[src/rtl/seven_seg_scan_ctrl.sv]
// Four-digit multiplexed seven-segment scanner with a one-deep load buffer.
// New data is committed only at frame boundaries, and each digit slot is followed by a one-cycle blank gap.
module seven_seg_scan_ctrl #(
  parameter int REFRESH_DIV = 4
) (
  input  logic        i_clock,
  input  logic        i_reset,
  input  logic        i_load_valid,
  input  logic [15:0] i_load_data,
  input  logic        i_load_blank,
  output logic        o_load_ready,
  output logic [7:0]  o_segments,
  output logic [3:0]  o_digit_enable,
  output logic        o_updated
);

  localparam logic [1:0]  ST_OFF   = 2'd0;
  localparam logic [1:0]  ST_SHOW  = 2'd1;
  localparam logic [1:0]  ST_GAP   = 2'd2;
  localparam logic [15:0] DIV_LAST = 16'(REFRESH_DIV - 1);

  logic [1:0]  r_state;
  logic [1:0]  r_dig_idx;
  logic [15:0] r_div_cnt;
  logic [15:0] r_show_reg;
  logic        r_show_blank;
  logic [15:0] r_pend_reg;
  logic        r_pend_blank;
  logic        r_pend_valid;
  logic        r_updated;

  logic        w_load_acc;
  logic        w_transfer;
  logic [3:0]  w_nibble;
  logic        w_blank_digit;

  function automatic logic [6:0] f_encode(input logic [3:0] nib);
    case (nib)
      4'h0: f_encode = 7'h3F;
      4'h1: f_encode = 7'h06;
      4'h2: f_encode = 7'h5B;
      4'h3: f_encode = 7'h4F;
      4'h4: f_encode = 7'h66;
      4'h5: f_encode = 7'h6D;
      4'h6: f_encode = 7'h7D;
      4'h7: f_encode = 7'h07;
      4'h8: f_encode = 7'h7F;
      4'h9: f_encode = 7'h6F;
      4'hA: f_encode = 7'h77;
      4'hB: f_encode = 7'h7C;
      4'hC: f_encode = 7'h39;
      4'hD: f_encode = 7'h5E;
      4'hE: f_encode = 7'h79;
      default: f_encode = 7'h71;
    endcase
  endfunction

  assign o_load_ready = ~r_pend_valid;
  assign w_load_acc   = i_load_valid & ~r_pend_valid;
  // Pending data is committed from OFF, or on the gap that closes digit 3.
  assign w_transfer   = r_pend_valid &
                        ((r_state == ST_OFF) | ((r_state == ST_GAP) & (r_dig_idx == 2'd3)));

  always_ff @(posedge i_clock or posedge i_reset) begin
    if (i_reset) begin
      r_state      <= ST_OFF;
      r_dig_idx    <= 2'd0;
      r_div_cnt    <= 16'd0;
      r_show_reg   <= 16'd0;
      r_show_blank <= 1'b0;
      r_pend_valid <= 1'b0;
      r_updated    <= 1'b0;
    end else begin
      r_updated <= w_transfer;
      if (w_transfer) begin
        r_show_reg   <= r_pend_reg;
        r_show_blank <= r_pend_blank;
        r_pend_valid <= 1'b0;
      end else if (w_load_acc) begin
        r_pend_valid <= 1'b1;
      end
      case (r_state)
        ST_OFF: begin
          if (r_pend_valid) begin
            r_state   <= ST_SHOW;
            r_dig_idx <= 2'd0;
            r_div_cnt <= 16'd0;
          end
        end
        ST_SHOW: begin
          if (r_div_cnt == DIV_LAST) begin
            r_state <= ST_GAP;
          end else begin
            r_div_cnt <= r_div_cnt + 16'd1;
          end
        end
        ST_GAP: begin
          r_state   <= ST_SHOW;
          r_dig_idx <= r_dig_idx + 2'd1;
          r_div_cnt <= 16'd0;
        end
        default: r_state <= ST_OFF;
      endcase
    end
  end

  always_ff @(posedge i_clock) begin
    if (w_load_acc) begin
      r_pend_reg   <= i_load_data;
      r_pend_blank <= i_load_blank;
    end
  end

  // A digit is blank when it and every higher nibble are zero; digit 0 always shows.
  always_comb begin
    w_nibble      = r_show_reg[3:0];
    w_blank_digit = 1'b0;
    case (r_dig_idx)
      2'd0: begin
        w_nibble      = r_show_reg[3:0];
        w_blank_digit = 1'b0;
      end
      2'd1: begin
        w_nibble      = r_show_reg[7:4];
        w_blank_digit = (r_show_reg[15:4] == 12'd0);
      end
      2'd2: begin
        w_nibble      = r_show_reg[11:8];
        w_blank_digit = (r_show_reg[15:8] == 8'd0);
      end
      default: begin
        w_nibble      = r_show_reg[15:12];
        w_blank_digit = (r_show_reg[15:12] == 4'd0);
      end
    endcase
  end

  always_comb begin
    o_digit_enable = 4'b0000;
    o_segments     = 8'h00;
    if (r_state == ST_SHOW) begin
      o_digit_enable = 4'b0001 << r_dig_idx;
      if (!(r_show_blank && w_blank_digit)) begin
        o_segments = {1'b0, f_encode(w_nibble)};
      end
    end
  end

  assign o_updated = r_updated;

endmodule

[config.mk]
export PLATFORM = sky130hd
export DESIGN_NAME = seven_seg_scan_ctrl
export DESIGN_NICKNAME = d
export VERILOG_FILES = /design/src/rtl/seven_seg_scan_ctrl.sv
export SDC_FILE = /design/constraint.sdc
export NUM_CORES = 1
export LEC_CHECK = 0
export CAP_MARGIN = 5
export CORE_ASPECT_RATIO = 1.75
export CORE_MARGIN = 4
export CORE_UTILIZATION = 59
export DETAILED_ROUTE_END_ITERATION = 10
export PLACE_DENSITY = 0.82
export SLEW_MARGIN = 20
export SYNTH_ARGS = -nofsm -noshare
export SYNTH_HDL_FRONTEND = slang
export SYNTH_SLANG_ARGS = --single-unit
[constraint.sdc]
create_clock -name i_clock -period 4.1 [get_ports i_clock]
set_clock_uncertainty 0.05 [all_clocks]
set_input_delay 0.41 -clock i_clock [delete_from_list [all_inputs] [get_ports i_clock]]
set_output_delay 0.41 -clock i_clock [all_outputs]
set_load 0.02 [all_outputs]
# Word level (Yosys, flattened, before mapping)
# Memory sizes are Yosys's and may differ from the RTL's.
# Cells that the tools add are included.
[totals]
word_cells = 54
register_bits = 56
ramBits = 0
out_inout_bits = 14
romBits = 112
inputBits = 20
memories = 1
latchBits = 0
[op_classes]
shifts = 1
div = 0
muxes = 15
eq_ne = 9
reduce_logical = 12
n_addsub = 2
bitwise_logic = 5
mul = 0
order_cmp = 0
[mem_list]
columns = ["name", "words", "width", "rd", "rd_clocked_by_memory_dff", "wr", "line_no", "text"]
rows = [
  ["(no name shown)", 16, 7, 1, 0, 0, "38", "case (nib)"],
]
[ops]
columns = ["operator", "n"]
rows = [
  ["case mux 16 bit (3 select lines)", 1],
  ["2-to-1 mux 16 bit", 2],
  ["adder 16 x 1 -> 16 bit, second input constant", 1],
  ["== test 16 x 2 -> 1 bit, second input constant", 1],
  ["2-to-1 mux 7 bit", 2],
  ["zero test 12 bit", 1],
  ["case mux 4 bit (3 select lines)", 1],
  ["zero test 8 bit", 1],
  ["== test 2 bit, second input constant", 3],
  ["2-to-1 mux 2 bit", 3],
  ["!= test 2 bit, second input constant", 3],
  ["case mux 2 bit (3 select lines)", 1],
  ["== test 2 x 1 -> 1 bit, second input constant", 2],
  ["zero test 2 bit", 2],
  ["zero test 4 bit", 1],
  ["2-to-1 mux 4 bit", 1],
  ["case mux 2 bit (2 select lines)", 1],
  ["AND reduction 2 bit", 2],
  ["nonzero test 2 bit", 2],
  ["left shift 1 x 2 -> 4 bit, first input constant", 1],
  ["bitwise AND 1 bit", 3],
  ["case mux 1 bit (3 select lines)", 1],
  ["AND reduction 3 bit", 1],
  ["nonzero test 3 bit", 1],
  ["5 further kinds", 6],
]

# Depth between registers and ports, before layout
# Gate-level depths: netlist (run 1).
[logic_depth]
ltp_word = 5
ltp_mapped = 11
depth_no_buf = 11

# Worst setup path after synthesis (run 1)
# Ideal clock, no wire load.
[synth_path]
path_kind = "register -> output"
from = "register r_dig_idx[1]"
to = "output o_segments[1]"
setup_slack_ns = 1.218
n_path_buf = 0
arrival_ns = 2.422
stages_incl_launch_ff = 12
path_cell_list = "dfrtp_1 > inv_1 > ha_1 > a22oi_1 > nand2_1 > mux2_2 > ha_1 > nor2b_1 > o21ai_0 > o211ai_1 > nor2_1 > a211oi_1"
[synth_between]
elab_chain_len = 5
word_cells_on_any_way = 9
[synth_rtl]
columns = ["item", "line_no", "text"]
rows = [
  ["from (decl)", "23", "logic [1:0] r_dig_idx;"],
  ["from (signal assigned)", "99", "r_dig_idx <= r_dig_idx + 2'd1;"],
  ["== test 2 bit, or another cell as far along", "118", "case (r_dig_idx)"],
  ["case mux 4 bit (3 select lines) or case mux 1 bit (3 select lines) (tied branches)", "118", ""],
  ["memory read (16 x 7 bit) or logical AND 1 bit (tied branches)", "n/a", ""],
  ["2-to-1 mux 7 bit *", "143", "if (!(r_show_blank && w_blank_digit)) begin"],
  ["2-to-1 mux 7 bit *", "141", "if (r_state == ST_SHOW) begin"],
  ["to (decl)", "12", "output logic [7:0] o_segments,"],
]
# Mark *: on every way between the ends. The rest lies on a longest branch, timed or not.

# Worst setup path after layout (run 1)
[layout_path]
from = "register r_dig_idx[1]"
to = "output o_segments[3]"
# Same word-level chain as after synthesis.

==> qor.csv, run 1 <==
stage,metric,value,unit
cts,clk sinks,56,
logic_synthesis,Synth Flop Type,dfrtp_1,
logic_synthesis,cell with the most instances after synthesis,dfrtp_1,
routing,drt pass-1 iters,4,
placement,port bufs,32,
power,pwr/cell area,788.3,nW/um^2
global_route,first-pass GRT wire length,9646,um
setup_path,CP most frequent cell,ha_1,
layout,# nets final,309,
setup_path,worst path bufs/invs,2,
die,Die X,59.25,um
cts,clk buf depth,2,
logic_synthesis,Yosys reg bits,56,
setup_path,Top delay family on crit path,compound AO/OA/AOI/OAI gates,
global_route,vias in the first global route,2111,
die,die area,5787,um^2
setup_path,arrival time at the worst endpoint,3.35,ns
logic_synthesis,sequential area share after synthesis,54.82,%
setup_path,required time of the critical path,3.64,ns
logic_synthesis,Mapped Avg Cell Area,11.30,um^2
cts,CTS root buf,clkbuf_8,
setup_path,crit path capture type,output port,
routing,DR iter-0 viols,71,
setup_path,crit-path max FO,6,
sta,Max Freq,262.8,MHz
die,chip height,97.68,um
placement,placed inst area,3092,um^2
placement,Routability Congestion,0.8969,
job,max-cap violation count,0,
layout,Register Area,1486,um^2
power,VDD IR-drop max,792.2,uV
setup_path,"Max stage delay cell, worst path",clkdlybuf4s50_1,
cts,CTS Buf Count,5,
layout,P&R area growth vs syn,18.00,%
cts,H-tree level count,2,
routing,vias per std cell,5.994,
layout,n_diodes,0,
routing,final WL,5764,um
status,status,finished clean,
routing,Vias,1972,
sta,Slew Limit Fails,0,
sta,RSZ-0062 raised after global routing,false,
setup_path,Worst setup SP type,flip-flop,
cts,hold_buf cts,0,
cts,post_cts resized,0,
routing,ANT nets after route,0,
sta,fin crit share,92.81,%
logic_synthesis,cell accounting for the most synthesized area,dfrtp_1,
sta,Final Hold Vio Count,0,
routing,WL per Instance,17.52,um
placement,pre-CTS WS,0.6701,ns
global_route,Tot GR Track Use,21.99,%
sta,Max-slew headroom,53.82,%
cts,CTS tree,yes,
die,CORE AREA,4444,um^2
sta,final setup fails,0,
cts,post-CTS setup buffer count,0,
layout,share of cells above drive strength 1,11.87,%
logic_synthesis,Ys Warns,0,
logic_synthesis,Post-synth top cells,"dfrtp_1, nand2_1, nor2_1",
layout,Filler Cell Count,334,
logic_synthesis,"FFs w/ async S/R, synth",69.64,%
cts,Clock transition at path regs,0.10,ns
sta,setup TNS,0,ns
logic_synthesis,Post-synth EDFFs,17,
die,Starting Density,61.01,%
die,Top-Level Pins,34,
sta,setup ws final,0.2949,ns
logic_synthesis,Yosys top cell area share,35.99,%
logic_synthesis,synth unique cells,45,
sta,crit path time final,3.805,ns
setup_path,crit-path cells,inv_1 -> ha_1 -> a22oi_1 -> nand2_1 -> mux2_2 -> ha_1 -> nor2b_1 -> o21ai_0 -> o211ai_1 -> a21o_1 -> a21oi_1 -> clkdlybuf4s50_1,
global_route,initial antenna violation count,0,
layout,area used by multi-input combinational logic,1150,um^2
global_route,largest net degree at the start of global routing,40,
hold_path,HP Class,flip-flop to flip-flop,
logic_synthesis,synthesized cell area,2711,um^2
placement,dpl hpwl,4261,um
layout,design area,3199,um^2
logic_synthesis,Post-Syn Nets,272,
setup_path,Slowest Stage Delay on Critical Path,0.62,ns
setup_path,reg2reg setup slack,2.10,ns
setup_path,Crit Path Class,flip-flop to output port,
routing,DRC,0,
cts,Skew-Pair Late Insertion Delay,0.31,ns
power,Pleak,1.326,nW
sta,Least-Margin Pin Slew,0.6901,ns
global_route,GR Overflow Total,0,
logic_synthesis,Synth area leaders,"dfrtp_1, edfxtp_1, mux2_2, ha_1, nand2_1",
logic_synthesis,Syn Inst Count,240,
die,Core Rows,32,
-- metal layers --
layer	part of all wire, %	GRT usage, %	up-vias	routed length [um]
li1	-	-	941	-
met1	34	22.17	952	1951
met2	59	40.61	59	3381
met3	3.1	3.324	20	177
met4	4.4	11.34	0	254
met5	0	0	-	0
-- worst register-to-register path, cell delays in order (launching register included) --
cell and delay, ns:
dfrtp_1 0.46, nand2b_1 0.23, nor3_1 0.48, nand3_1 0.21, or4_1 0.43, nand2_1 0.08
-- kinds of logic after synthesis --
family | count (synthesis) | share of synthesized area [%]
AOI/OAI and AO/OA | 45 | 10.71
xor gates and xnor gates | 7 | 2.261
buffers and inverters | 17 | 2.953
and+or+nand+nor | 81 | 14.86
other | 1 | 0.1383
DFF | 56 | 54.82
adders and majority gates | 12 | 5.537
muxes | 21 | 8.721
-- where the power goes --
| part | leakage (nW) | internal (mW) | switching [mW] |
|---|---|---|---|
| combinational | 0.617 | 0.581 | 0.712 |
| clock | 0.0552 | 0.182 | 0.173 |
| sequential | 0.654 | 0.738 | 0.137 |
| total | 1.33 | 1.50 | 1.02 |
-- worst paths after layout --
kind,from,end,cells after the start
setup / recovery,r_dig_idx[1],o_segments[3],12
hold / removal,r_pend_reg[14],r_show_reg[14],2
setup reg to reg,r_state[1],r_div_cnt[15],5
hold reg to reg,r_pend_reg[14],r_show_reg[14],2
max in group asynchronous,i_reset,r_div_cnt[8],3
min in group asynchronous,i_reset,r_div_cnt[3],3
-- area by class of cell --
class	count	share of cell area, %
Sequential cell	56	46.46
Multi-Input combinational cell	167	35.94
Clock inverter	2	1.095
Timing Repair Buffer	36	10.95
Clock buffer	6	2.268
Tap cell	51	1.995
Inverter	11	1.291
-- cells in the final DEF, fill, tap and decap left out, types with 2 or more instances in the layout --
master           synthesis  routed
nand4_1                  6       6
o21ai_0                 14      14
a21oi_1                  9       9
mux2i_1                  3       3
dfrtp_1                 39      39
clkbuf_8                 0       5
nor3_1                   7       7
clkdlybuf4s50_1          0      32
buf_4                    2       4
mux2_2                  17      17
a211oi_1                 3       2
nand3_1                  8       8
ha_1                    12      12
nor4_1                   4       4
a22oi_1                  3       3
nand2_1                 21      21
a21o_1                   2       2
xor2_1                   4       4
o21ai_1                  2       2
and4_1                   2       2
a221oi_1                 3       3
edfxtp_1                17      17
inv_1                   11      11
nor2_1                  18      18
or3_1                    3       3
xnor2_1                  3       3
and2_1                   2       2
and3_1                   2       2
nor2b_1                  3       3
o211ai_1                 2       2
-- through the flow --
stage               utilization, %  cells  power, mW  hold WS, ns
finish                       71.99    329      2.522       0.4157
global route                 71.99    329      2.690       0.4474
CTS                          71.99    329      2.532       0.4230
detailed placement           69.57    321      2.163       0.4007
global placement             69.57    321      2.121       0.3959
floorplan                        -    240      1.701       0.3760
No activity file was read; power rests on OpenSTA's default activity.
==> run 2: changes to the inputs <==
--- a/config.mk
+++ b/config.mk
@@ -8,9 +8,10 @@
 export CAP_MARGIN = 5
 export CORE_ASPECT_RATIO = 1.75
 export CORE_MARGIN = 4
-export CORE_UTILIZATION = 59
+export CORE_UTILIZATION = 50
 export DETAILED_ROUTE_END_ITERATION = 10
-export PLACE_DENSITY = 0.82
+export PLACE_DENSITY = 0.71
+export SETUP_SLACK_MARGIN = 0.05
 export SLEW_MARGIN = 20
 export SYNTH_ARGS = -nofsm -noshare
 export SYNTH_HDL_FRONTEND = slang
==> run 2 against run 1 <==
  * Via count shrank 0.20%
  * Sequential power shrank 0.7%
  * Die area grew 16%
  * Global-route usage shrank 4.3 points
  * Largest power group unchanged
  * Critical path depth is the same
  * Total power shrank 0.81%
  * Utilization shrank 11 points
  * Worst setup slack gained 0.062 ns
  * Sequential share of layout area shrank 0.20 points
  * Sequential cell count is the same
  * Hold slack lost 0.00085 ns
  * Non-clock buffer count is the same
==> qor.csv, run 2 (synthesized netlist as in run 1, its figures left out) <==
stage,metric,value,unit,change
routing,DRC,0,,unchanged
die,CORE AREA,5255,um^2,+18%
global_route,vias in the first global route,2078,,-1.6%
layout,"commonest non-fill, non-tap cell in the layout",dfrtp_1,,
cts,Clock transition at path regs,0.09,ns,about the same
setup_path,reg2reg setup slack,2.10,ns,about the same
setup_path,crit-path max FO,6,,unchanged
layout,Register Area,1486,um^2,unchanged
die,Core Rows,35,,+9.4%
sta,RSZ-0062 raised after global routing,false,,
layout,n_diodes,0,,unchanged
placement,Placed Cells,325,,+1.2%
job,max-cap violation count,0,,unchanged
hold_path,HP Class,flip-flop to flip-flop,,
die,die area,6711,um^2,+16%
sta,Final Hold Vio Count,0,,unchanged
sta,Max-slew headroom,46.23,%,-7.6 points
global_route,GR Overflow Total,0,,unchanged
die,Top-Level Pins,34,,unchanged
layout,# nets final,309,,unchanged
setup_path,Crit Path Class,flip-flop to output port,,
cts,CTS root buf,clkbuf_8,,
setup_path,worst path bufs/invs,2,,unchanged
setup_path,Worst path depth,12,,unchanged
routing,Vias,1968,,-0.20%
hold_path,hold path depth,2,,unchanged
layout,area used by multi-input combinational logic,1150,um^2,unchanged
layout,most frequent cells in the layout,"dfrtp_1, clkdlybuf4s50_1, nand2_1",,
cts,Skew-Pair Late Insertion Delay,0.30,ns,about the same
global_route,largest net degree at the start of global routing,23,,-43%
sta,final setup fails,0,,unchanged
power,Pleak,1.330,nW,+0.28%
global_route,Tot GR Track Use,17.68,%,-4.3 points
sta,fin crit share,91.30,%,-1.5 points
cts,post_cts resized,0,,unchanged
setup_path,Slowest Stage Delay on Critical Path,0.62,ns,about the same
sta,Slew Limit Fails,0,,unchanged
cts,H-tree level count,2,,unchanged
routing,vias per std cell,5.910,,-1.4%
routing,drt pass-1 iters,4,,unchanged
setup_path,crit path capture type,output port,,
setup_path,CP most frequent cell,ha_1,,
setup_path,crit-path cells,inv_1 -> ha_1 -> a22oi_1 -> nand2_1 -> mux2_2 -> ha_1 -> nor2b_1 -> o21ai_0 -> o211ai_1 -> a21o_1 -> a21oi_1 -> clkdlybuf4s50_1,,
cts,CTS tree,yes,,
layout,Filler Cell Count,454,,+36%
sta,setup TNS,0,ns,unchanged
sta,Max Freq,267.1,MHz,+1.6%
power,pwr/cell area,778.5,nW/um^2,-1.2%
routing,ANT nets after route,0,,unchanged
global_route,initial antenna violation count,0,,unchanged
die,Starting Density,51.60,%,-9.4 points
setup_path,arrival time at the worst endpoint,3.28,ns,-0.07 ns
setup_path,Top delay family on crit path,compound AO/OA/AOI/OAI gates,,
power,PnR Total Power,2.501,mW,-0.81%
routing,DR iter-0 viols,55,,-23%
setup_path,"Max stage delay cell, worst path",clkdlybuf4s50_1,,
routing,final WL,5487,um,-4.8%
layout,Non-Filler Instances,333,,+1.2%
layout,P&R area growth vs syn,18.50,%,
die,chip height,105.4,um,+7.9%
setup_path,Worst Reg2Reg Path Length in Cells,5,,unchanged
placement,dpl hpwl,4394,um,+3.1%
sta,crit path time final,3.743,ns,-0.06163 ns
placement,placed inst area,3097,um^2,+0.16%
cts,clk buf depth,2,,unchanged
layout,design area,3213,um^2,+0.43%
global_route,first-pass GRT wire length,9197,um,-4.7%
power,VDD IR-drop max,353.2,uV,-55%
cts,CTS Buf Count,5,,unchanged
placement,port bufs,32,,unchanged
die,Die X,63.67,um,+7.5%
cts,hold_buf cts,0,,unchanged
setup_path,Worst setup SP type,flip-flop,,
cts,clk sinks,56,,unchanged
sta,Least-Margin Pin Slew,0.8057,ns,+0.1156 ns
cts,post-CTS setup buffer count,0,,unchanged
status,status,finished clean,,
layout,share of cells above drive strength 1,11.87,%,unchanged
placement,Routability Congestion,0.9312,,+3.8%
routing,WL per Instance,16.48,um,-5.9%
setup_path,required time of the critical path,3.64,ns,about the same
run 2: cell count changes in the layout (fill, tap and decap cells not counted):
| cell | before | now |
|---|---|---|
| clkinv_2 | 1 | 0 |
| clkbuf_8 | 5 | 6 |
| clkinv_1 | 0 | 1 |
| clkbuf_1 | 1 | 0 |
run 2: path summary, 6_finish.rpt:
check,from,end
worst max-delay path,r_dig_idx[1],o_segments[3]
worst min-delay path,r_pend_reg[14],r_show_reg[14]
worst max register to register,r_state[1],r_div_cnt[15]
worst min register to register,r_pend_reg[14],r_show_reg[14]
max in group asynchronous,i_reset,o_updated
min in group asynchronous,i_reset,r_div_cnt[9]
run 2: routing by layer:
metal	part of all wire [%]	GRT usage, %	up-vias	routed length (um)
met4	6.7	12.98	0	367
li1	-	-	941	-
met5	0	0	-	0
met1	34	16.45	946	1857
met2	57	32.91	52	3103
met3	2.9	3.305	29	160
run 2: area by class of cell:
cell class	instances	share of cell area (%)
Clock buffer	6	2.570
Multi-Input combinational cell	167	35.79
Sequential cell	56	46.26
Timing Repair Buffer	36	10.90
Tap cell	55	2.142
Clock inverter	2	1.051
Inverter	11	1.285
run 2: power by group:
group	total [mW]	switching [mW]	leakage, nW	internal [mW]
Combinational	1.27	0.694	0.617	0.578
Sequential	0.869	0.131	0.654	0.738
Clock	0.360	0.164	0.0588	0.197
run 2: per-stage QoR:
step                setup slack [ns]  utilization (%)  hold WS [ns]
floorplan                      1.218                -        0.3760
CTS                           0.3443            61.14        0.4192
global route                  0.1207            61.14        0.4408
finish                        0.3565            61.14        0.4149
detailed placement            0.6935            58.93        0.3980
global placement              0.7593            58.93        0.3925
run 2: worst reg2reg max path: stages (launching register included):
cell      delay (ns)
dfrtp_1         0.46
nand2b_1        0.25
nor3_1          0.47
nand3_1         0.21
or4_1           0.42
nand2_1         0.07
==> run 3: changes to the inputs <==
--- a/config.mk
+++ b/config.mk
@@ -8,9 +8,9 @@
 export CAP_MARGIN = 5
 export CORE_ASPECT_RATIO = 1.75
 export CORE_MARGIN = 4
-export CORE_UTILIZATION = 50
+export CORE_UTILIZATION = 56
 export DETAILED_ROUTE_END_ITERATION = 10
-export PLACE_DENSITY = 0.71
+export PLACE_DENSITY = 0.8
 export SETUP_SLACK_MARGIN = 0.05
 export SLEW_MARGIN = 20
 export SYNTH_ARGS = -nofsm -noshare
==> constraint.sdc (replaced) <==
create_clock -name i_clock -period 4.1 [get_ports i_clock]
set_clock_uncertainty 0.05 [all_clocks]
set_input_delay 0.41 -clock i_clock [delete_from_list [all_inputs] [get_ports i_clock]]
set_output_delay 0.41 -clock i_clock [all_outputs]
set_load 0.005 [all_outputs]
==> run 3 against run 2 <==
  * Count of clock-buffer cells in the layout stayed put
  * Non-clock buffer count stayed put
  * Die area is 9.7% lower
  * Critical path depth stayed put
  * Design area is 0.86% lower
  * Utilization is 6.5 points higher
  * Routed wire length stayed put
  * Sequential cell count stayed put
  * Critical path type unchanged
  * Final cell count is 0.90% lower
  * First-iteration DRC count is 38% higher
  * Register-to-register slack better by 0.05 ns
  * Sequential power is 0.6% higher
==> qor.csv, run 3 (synthesized netlist as in run 1, its figures left out) <==
stage,metric,value,unit,change
routing,WL per Instance,16.63,um,+0.91%
sta,Min Hold Slack,0.4128,ns,-0.002060 ns
cts,clk sinks,56,,unchanged
placement,Routability Congestion,0.8965,,-3.7%
layout,# nets final,309,,unchanged
cts,post-CTS setup buffer count,0,,unchanged
placement,pre-CTS WS,0.7626,ns,+0.06914 ns
routing,ANT nets after route,0,,unchanged
sta,crit path time final,3.720,ns,-0.02395 ns
die,Core Rows,33,,-5.7%
cts,hold_buf cts,0,,unchanged
setup_path,Worst setup SP type,flip-flop,,
global_route,met2 GRT Util,37.18,%,+4.3 points
placement,dpl hpwl,4232,um,-3.7%
sta,Max-slew headroom,47.59,%,+1.4 points
setup_path,CP most frequent cell,ha_1,,
sta,RSZ-0062 raised after global routing,false,,
routing,DRC,0,,unchanged
sta,setup ws final,0.3805,ns,+0.02395 ns
layout,Final Util,67.68,%,+6.5 points
setup_path,crit-path cells,inv_1 -> ha_1 -> a22oi_1 -> nand2_1 -> mux2_2 -> ha_1 -> nor2b_1 -> o21ai_0 -> o211ai_1 -> a21o_1 -> a21oi_1 -> clkdlybuf4s50_1,,
die,chip height,100.1,um,-5.1%
setup_path,arrival time at the worst endpoint,3.26,ns,-0.02 ns
layout,P&R area growth vs syn,17.49,%,
cts,CTS root buf,clkbuf_8,,
routing,drt pass-1 iters,4,,unchanged
cts,Clock transition at path regs,0.09,ns,about the same
cts,H-tree level count,2,,unchanged
cts,post_cts resized,0,,unchanged
sta,setup TNS,0,ns,unchanged
sta,final setup fails,0,,unchanged
setup_path,crit path capture type,output port,,
sta,Max Freq,268.9,MHz,+0.64%
power,VDD IR-drop max,626.5,uV,+77%
power,Pleak,1.322,nW,-0.59%
cts,Skew-Pair Late Insertion Delay,0.29,ns,about the same
die,Top-Level Pins,34,,unchanged
global_route,first-pass GRT wire length,9108,um,-0.97%
cts,CTS tree,yes,,
die,die area,6063,um^2,-9.7%
sta,Final Hold Vio Count,0,,unchanged
die,Die X,60.60,um,-4.8%
power,PnR Total Power,2.320,mW,-7.2%
cts,clk buf depth,2,,unchanged
layout,n_diodes,0,,unchanged
global_route,GR Overflow Total,0,,unchanged
global_route,grt met3 use,2.188,%,-1.1 points
die,CORE AREA,4707,um^2,-10%
setup_path,worst path bufs/invs,2,,unchanged
global_route,grt met1 use,20.29,%,+3.8 points
job,max-cap violation count,0,,unchanged
global_route,GRT busiest layer,met2,,
setup_path,Slowest Stage Delay on Critical Path,0.51,ns,-0.11 ns
global_route,largest net degree at the start of global routing,40,,+74%
die,Starting Density,57.60,%,+6.0 points
placement,port bufs,32,,unchanged
layout,most frequent cells in the layout,"dfrtp_1, clkdlybuf4s50_1, nand2_1",,
status,status,finished clean,,
routing,Vias,2002,,+1.7%
sta,Least-Margin Pin Slew,0.7832,ns,-0.02247 ns
layout,share of cells above drive strength 1,12.23,%,+0.36 points
global_route,vias in the first global route,2061,,-0.82%
global_route,Tot GR Track Use,19.89,%,+2.2 points
routing,final WL,5487,um,unchanged
cts,CTS Buf Count,5,,unchanged
sta,fin crit share,90.72,%,-0.58 points
power,pwr/cell area,728.3,nW/um^2,-6.4%
hold_path,HP Class,flip-flop to flip-flop,,
routing,vias per std cell,6.067,,+2.7%
sta,Slew Limit Fails,0,,unchanged
setup_path,Top delay family on crit path,compound AO/OA/AOI/OAI gates,,
routing,DR iter-0 viols,76,,+38%
setup_path,required time of the critical path,3.64,ns,about the same
setup_path,crit-path max FO,6,,unchanged
layout,"commonest non-fill, non-tap cell in the layout",dfrtp_1,,
setup_path,"Max stage delay cell, worst path",clkdlybuf4s50_1,,
setup_path,Crit Path Class,flip-flop to output port,,
global_route,initial antenna violation count,0,,unchanged
## run 3: cell count changes in the layout (fill, tap and decap cells not counted)
| cell | change |
|---|---|
| bufinv_16 | -1 |
| clkinv_1 | -1 |
| clkinv_2 | +2 |
## run 3: metrics by stage
step           cell area, um^2  cells
6_report                  3186    330
5_1_grt                   3186    330
4_1_cts                   3186    330
3_5_place_dp              3093    322
3_3_place_gp              3093    322
2_1_floorplan             2711    240
## run 3: layer usage
| layer | vias to the layer above | wire [um] |
|---|---|---|
| li1 | 947 | - |
| met1 | 967 | 1876 |
| met2 | 68 | 3222 |
| met3 | 20 | 171 |
| met4 | 0 | 218 |
| met5 | - | 0 |
## run 3: worst min-delay path, delay by kind of cell (launching register included)
| kind | cells | cell delay, ns |
|---|---|---|
| flops | 1 | 0.33 |
| compound gates | 1 | 0.06 |
| simple gates | 1 | 0.04 |
## run 3: layout make-up
class | instances | area [um^2]
clock buffers | 6 | 82.58
inverters | 11 | 41.29
flip-flops and latches | 56 | 1486
well taps | 52 | 65.06
repair buffers | 36 | 350.3
fillers | 378 | 1521
multi-input cells | 167 | 1150
clock inverters | 2 | 10.01
## run 3: power breakdown
part           leakage (nW)  switching [mW]  total, mW  internal [mW]
registers             0.654           0.136      0.874          0.738
clock network        0.0510           0.158      0.293          0.135
logic                 0.617           0.577       1.15          0.576
total                  1.32           0.872       2.32           1.45
## run 3: final timing paths
kind                                start              to  slack, ns  cells after the start
setup / recovery             r_dig_idx[0]   o_segments[3]       0.38                     12
setup reg to reg               r_state[1]   r_div_cnt[15]       2.15                      5
max in group asynchronous         i_reset    r_div_cnt[8]       3.17                      3
min in group asynchronous         i_reset    r_div_cnt[3]       0.48                      3
hold reg to reg            r_pend_reg[15]  r_show_reg[15]       0.41                      2
hold / removal             r_pend_reg[15]  r_show_reg[15]       0.41                      2
